## src/rtl/piso_dac_serializer_pkg.sv

```systemverilog
// Shared serial-link definitions: FSM encoding reused by the PISO and SIPO sides.
// Optional parity bit is enabled by defining PISO_PARITY_EN.
package serial_pkg;

    localparam logic [1:0] ST_IDLE  = 2'd0;
    localparam logic [1:0] ST_SHIFT = 2'd1;
    localparam logic [1:0] ST_DONE  = 2'd2;

    typedef enum logic [1:0] {
        IDLE  = ST_IDLE,
        SHIFT = ST_SHIFT,
        DONE  = ST_DONE
    } piso_state_e;

`ifdef PISO_PARITY_EN
    localparam int unsigned PAR_BITS = 1;
`else
    localparam int unsigned PAR_BITS = 0;
`endif

endpackage

```

## src/rtl/piso_dac_serializer_if.sv

```systemverilog
// Parallel-load / serial-out bus between a frame source and the serializer.
// Master drives the word and ticks; slave returns serial data and status.
interface piso_dac_serializer_if #(
    parameter int N = 7
);
    logic [N:0] PDATA;
    logic       load;
    logic       SO_en;
    logic       SO;
    logic       cs_n;
    logic       busy;
    logic       eoc;

    modport master (
        output PDATA, load, SO_en,
        input  SO, cs_n, busy, eoc
    );

    modport slave (
        input  PDATA, load, SO_en,
        output SO, cs_n, busy, eoc
    );
endinterface

```

## src/rtl/piso_dac_serializer_bit_counter.sv

```systemverilog
// Frame bit counter: loadable, decrements on enable, saturates at zero.
// last_o flags that the current bit is the final one of the frame.
module piso_bit_counter #(
    parameter int W = 4
) (
    input  logic         clk,
    input  logic         rst,
    input  logic         load_i,
    input  logic [W-1:0] load_val_i,
    input  logic         en_i,
    output logic         zero_o,
    output logic         last_o
);
    logic [W-1:0] cnt_q, cnt_d;

    // Next count: load wins, otherwise decrement but never below zero.
    always_comb begin
        cnt_d = cnt_q;
        if (load_i) begin
            cnt_d = load_val_i;
        end else if (en_i && (cnt_q != '0)) begin
            cnt_d = cnt_q - W'(1);
        end
    end

    // Counter register with synchronous clear.
    always_ff @(posedge clk) begin
        if (rst) begin
            cnt_q <= '0;
        end else begin
            cnt_q <= cnt_d;
        end
    end

    assign zero_o = (cnt_q == '0);
    assign last_o = (cnt_q == W'(1));
endmodule

```

## src/rtl/piso_dac_serializer.sv

```systemverilog
// MSB-first parallel-in/serial-out DAC frame serializer with cs_n framing.
// Define PISO_PARITY_EN to append an even-parity bit after the data LSB.
module piso_dac_serializer
    import serial_pkg::*;
#(
    parameter int   N       = 7,
    parameter logic IDLE_SO = 1'b0
) (
    input  logic                 clk,
    input  logic                 rst,
    piso_dac_serializer_if.slave bus
);
    localparam int LEN = N + 1 + int'(PAR_BITS);
    localparam int CW  = $clog2(N + 3);

    piso_state_e    state_q, state_d;
    logic [LEN-1:0] sr_q, sr_d;
    logic [LEN-1:0] cap;
    logic           cnt_load;
    logic           cnt_en;
    logic           cnt_zero;
    logic           cnt_last;
    logic           so_d;
    logic           cs_n_d;
    logic           busy_d;
    logic           eoc_d;

`ifdef PISO_PARITY_EN
    assign cap = {bus.PDATA, ^bus.PDATA};
`else
    assign cap = bus.PDATA;
`endif

    piso_bit_counter #(
        .W(CW)
    ) u_cnt (
        .clk       (clk),
        .rst       (rst),
        .load_i    (cnt_load),
        .load_val_i(CW'(LEN)),
        .en_i      (cnt_en),
        .zero_o    (cnt_zero),
        .last_o    (cnt_last)
    );

    // Next-state, shift-register update and frame outputs.
    always_comb begin
        state_d  = state_q;
        sr_d     = sr_q;
        cnt_load = 1'b0;
        cnt_en   = 1'b0;
        so_d     = IDLE_SO;
        cs_n_d   = 1'b1;
        busy_d   = 1'b0;
        eoc_d    = 1'b0;
        unique case (state_q)
            IDLE: begin
                if (bus.load) begin
                    sr_d     = cap;
                    cnt_load = 1'b1;
                    state_d  = SHIFT;
                end
            end
            SHIFT: begin
                cs_n_d = 1'b0;
                busy_d = 1'b1;
                so_d   = sr_q[LEN-1];
                if (bus.SO_en) begin
                    sr_d   = {sr_q[LEN-2:0], 1'b0};
                    cnt_en = 1'b1;
                    if (cnt_last || cnt_zero) begin
                        state_d = DONE;
                    end
                end
            end
            DONE: begin
                busy_d  = 1'b1;
                eoc_d   = 1'b1;
                state_d = IDLE;
            end
            default: begin
                state_d = IDLE;
            end
        endcase
    end

    // State and shift register; reset aborts any frame in flight.
    always_ff @(posedge clk) begin
        if (rst) begin
            state_q <= IDLE;
            sr_q    <= '0;
        end else begin
            state_q <= state_d;
            sr_q    <= sr_d;
        end
    end

    assign bus.SO   = so_d;
    assign bus.cs_n = cs_n_d;
    assign bus.busy = busy_d;
    assign bus.eoc  = eoc_d;
endmodule
```

## src/flat_wrapper.sv

```systemverilog
// flat-port wrapper written by rule: the top's interface ports become plain ports
module piso_dac_serializer_flat import serial_pkg::*;
#(
    parameter int   N       = 7,
    parameter logic IDLE_SO = 1'b0
)
  (clk, rst, bus_PDATA, bus_load, bus_SO_en, bus_SO, bus_cs_n, bus_busy, bus_eoc);
  piso_dac_serializer_if #(.N(N)) bus_i ();
  input  logic clk;
  input  logic rst;
  input wire logic [$bits(bus_i.PDATA)-1:0] bus_PDATA;
  input wire logic [$bits(bus_i.load)-1:0] bus_load;
  input wire logic [$bits(bus_i.SO_en)-1:0] bus_SO_en;
  output wire logic [$bits(bus_i.SO)-1:0] bus_SO;
  output wire logic [$bits(bus_i.cs_n)-1:0] bus_cs_n;
  output wire logic [$bits(bus_i.busy)-1:0] bus_busy;
  output wire logic [$bits(bus_i.eoc)-1:0] bus_eoc;
  assign bus_i.PDATA = bus_PDATA;
  assign bus_i.load = bus_load;
  assign bus_i.SO_en = bus_SO_en;
  assign bus_SO = bus_i.SO;
  assign bus_cs_n = bus_i.cs_n;
  assign bus_busy = bus_i.busy;
  assign bus_eoc = bus_i.eoc;
  piso_dac_serializer #(.N(N), .IDLE_SO(IDLE_SO)) u_core (.clk(clk), .rst(rst), .bus(bus_i));
endmodule
```

## config.mk

```make
export PLATFORM = sky130hd
export DESIGN_NAME = piso_dac_serializer_flat
export DESIGN_NICKNAME = d
export VERILOG_FILES = /design/src/rtl/piso_dac_serializer_pkg.sv /design/src/rtl/piso_dac_serializer_if.sv /design/src/rtl/piso_dac_serializer_bit_counter.sv /design/src/rtl/piso_dac_serializer.sv /design/src/flat_wrapper.sv
export SDC_FILE = /design/constraint.sdc
export NUM_CORES = 1
export LEC_CHECK = 0
export BUFFER_PORTS_ARGS = -buffer_cell sky130_fd_sc_hd__clkbuf_2
export CAP_MARGIN = 20
export CORE_ASPECT_RATIO = 0.75
export CORE_MARGIN = 3
export CORE_UTILIZATION = 51
export CTS_CLUSTER_DIAMETER = 120
export DETAILED_ROUTE_END_ITERATION = 7
export PLACE_DENSITY = 0.8
export REMOVE_ABC_BUFFERS = 1
export SLEW_MARGIN = 40
export SYNTH_ARGS = -nofsm -noshare
export SYNTH_HDL_FRONTEND = slang
export SYNTH_HIERARCHICAL = 1
export SYNTH_SLANG_ARGS = --single-unit
```

## constraint.sdc

```tcl
create_clock -name clk -period 3.25 [get_ports clk]
set_clock_uncertainty 0.15 [all_clocks]
set_input_delay 0.1625 -clock clk [delete_from_list [all_inputs] [get_ports clk]]
set_output_delay 0.1625 -clock clk [all_outputs]
set_load 0.05 [all_outputs]
```

==> results.cfg <==
[clock_network]
clk-insertion-delay-late_ns = 0.27
clockBufferDepth = 2
holdBufCountCts = 0
clkSinkCount = 14
ctsResizeCount = 0
clkSlewWorstSetupHoldPaths_ns = 0.08
cts_root_buf = clkbuf_4
htreeDepth = 1
cts_tree = done
cts_made_buffers = 3
cts_setup_buffers = 0

[timing]
slew_headroom_pct = 49.3
setup_viol = 0
worst_slew_pin_slew_ns = 0.760
finalCriticalPeriod_ns = 2.15
tns_ns = 0
grt_setup_unrepaired = false
hold_viol = 0
hold_slack_ns = 0.113
report.final.slew_viol_count = 0
period_share_pct = 66.2
timing.fmax_mhz = 465

[global_route]
grt_max_degree = 20
grt_usage_pct = 14.8
grt_pass1_wl_mm = 2.79
grt-ovfl-total = 0
grt_pass1_vias = 643
antenna_found_initial = 0

[yosys]
netlist.area_leader.share_pct = 29.5
synth_cell_types = 32
synth_area_sq_um = 951
synthesis.instances = 94
synth-seq-cells = 14
ys_seq_area_share_pct = 29.5
yosys_warnings = 6
synth_top_area_cell = dfxtp_1
avgSynthCellArea_sq_um = 10.1
yosys-top-cells-area = dfxtp_1, a311oi_2, mux2i_1, ha_1, a21oi_1

[worst_setup_path]
cp-start-kind = flop
path_max_fanout = 17
cp_data_arrival_time_ns = 2.21
path_cells = inv_1 -> ha_1 -> nand2b_1 -> a21boi_0 -> mux2i_1
end_kind = flop
cp_num_buf_inv = 1
cp_data_required_time_ns = 3.31
critPathMaxStageDelay_ns = 0.56
criticalPathCategory = reg2reg
crit_family = simple AND/OR/NAND/NOR gates
crit_slowest_cell = nand2b_1

[pwr]
power_frac_clock_pct = 9.9
leakagePower_uw = 0.000414
swShare_pct = 47.6
ir_worst_vdd_mv = 0.896
power_density_mw_per_mm2 = 939
power.internal_uw = 510
p_seq_share_pct = 30.2
comb_power_share_pct = 59.9
p_sw_uw = 463
p_total_uw = 973

[layout]
layout-drive-gt1-share_pct = 27.5
post-route-util_pct = 64.5
final_common_cell = clkbuf_2
diodes = 0
regArea_sq_um = 280
fin_nets = 130
fillCellCount = 128
layout_common_cells = clkbuf_2, dfxtp_1, mux2i_1
synthToLayoutAreaGrowth_pct = 8.95
multi_input_area_sq_um = 606
stdcell_count = 130

[floorplan]
row_count = 12
ios = 16
die_h_microns = 43.4
die_x_microns = 55.9
die_area_sq_mm = 0.00242
fp.coreArea_sq_mm = 0.00161
initial_core_util_pct = 59.2

[status]
status = finished clean

[detailed_routing]
finalWirelength_mm = 1.70
wl_per_cell_microns = 13.1
viasPerCell = 5.36
ant_nets = 0
vias = 697
drc = 0
drt-initial-drc-count = 14
firstDrtPassIters = 4

[min_path]
hp-class = in2reg

[flow_run]
drv_cap = 0

[placed_design]
dp.cells = 127
hpwlAfterDp_mm = 1.30
gp_congestion = 0.737
portBuffers = 15
-- worst min-delay path, delay by kind of cell --
kind	cells	cell delay, ns
AO/OA/AOI/OAI	1	0.11
multiplexers	1	0.14
buffers and inverters	1	0.08
-- cells in the mapped netlist --
cell type	count
dfxtp_1	14
mux2i_1	10
a21oi_1	7
a311oi_2	7
ha_1	7
inv_1	7
nand2b_1	5
nor2_1	5
and2_1	3
nand2_1	3
a311oi_1	2
buf_6	2
conb_1	2
nor3b_1	2
a2111oi_4	1
a211oi_1	1
a21boi_0	1
a21o_1	1
a21oi_2	1
a311o_1	1
a31o_1	1
buf_1	1
buf_2	1
buf_8	1
mux2_4	1
nand3_1	1
nand4b_1	1
nor3_1	1
nor4b_2	1
o21ai_0	1
or2b_1	1
or3b_4	1
-- power groups by stage --
stage	combinational (uW)	sequential [uW]	clock, uW
6_report	582	294	96.2
5_1_grt	635	301	105
4_1_cts	582	293	99.9
3_5_place_dp	582	296	0
3_3_place_gp	564	291	0
2_1_floorplan	493	281	0
-- final timing paths --
check                                   end                           start  slack (ns)  cells past startpoint
min reg2reg  u_core/state_q[0]$_SDFFE_PP0P_  u_core/state_q[0]$_SDFFE_PP0P_        0.38                      2
max          u_core/state_q[0]$_SDFFE_PP0P_  u_core/state_q[1]$_SDFFE_PP0P_        1.10                      5
min             u_core/sr_q[5]$_SDFFE_PP0P_                    bus_PDATA[5]        0.11                      3
max reg2reg  u_core/state_q[0]$_SDFFE_PP0P_  u_core/state_q[1]$_SDFFE_PP0P_        1.10                      5
-- sequential cells by signal, summed over array words and instances (netlist names) --
| register | count |
|---|---|
| u_core/sr_q | 8 |
| u_core/u_cnt/cnt_q | 4 |
| u_core/state_q | 2 |
-- layer usage --
metal | part of all wire, % | wire length [microns] | track usage, % | vias to the layer above
met5 | 0 | 0 | 0 | -
met4 | 0.47 | 8 | 2.84 | 0
met3 | 5.2 | 89 | 5.06 | 2
met2 | 47 | 798 | 27.1 | 15
met1 | 47 | 807 | 17.0 | 312
li1 | - | - | - | 368
-- logic make-up after synthesis --
| kind of cell | Yosys count | synth area share, % |
|---|---|---|
| AO/OA/AOI/OAI | 24 | 25.3 |
| multiplexers | 11 | 12.1 |
| AND/OR/NAND/NOR | 24 | 15.5 |
| adder cells (fa/ha/maj) | 7 | 9.21 |
| other | 2 | 0.790 |
| buffers and inverters | 12 | 7.63 |
| flip-flops | 14 | 29.5 |
-- through the flow --
| step | setup slack (ns) | area [sq um] |
|---|---|---|
| floorplan | 1.36 | 912 |
| global placement | 1.19 | 1010 |
| detailed placement | 1.13 | 1010 |
| CTS | 1.11 | 1040 |
| global route | 0.951 | 1040 |
| finish | 1.10 | 1040 |
-- final cells by class --
cell class / count / area share, %
clock buffer: 3 / 2.17
inverter: 7 / 2.54
multi-input combinational: 70 / 58.5
sequential: 14 / 27.1
tap: 21 / 2.54
timing repair buffer: 15 / 7.25
(Power assumes the default switching activity.)
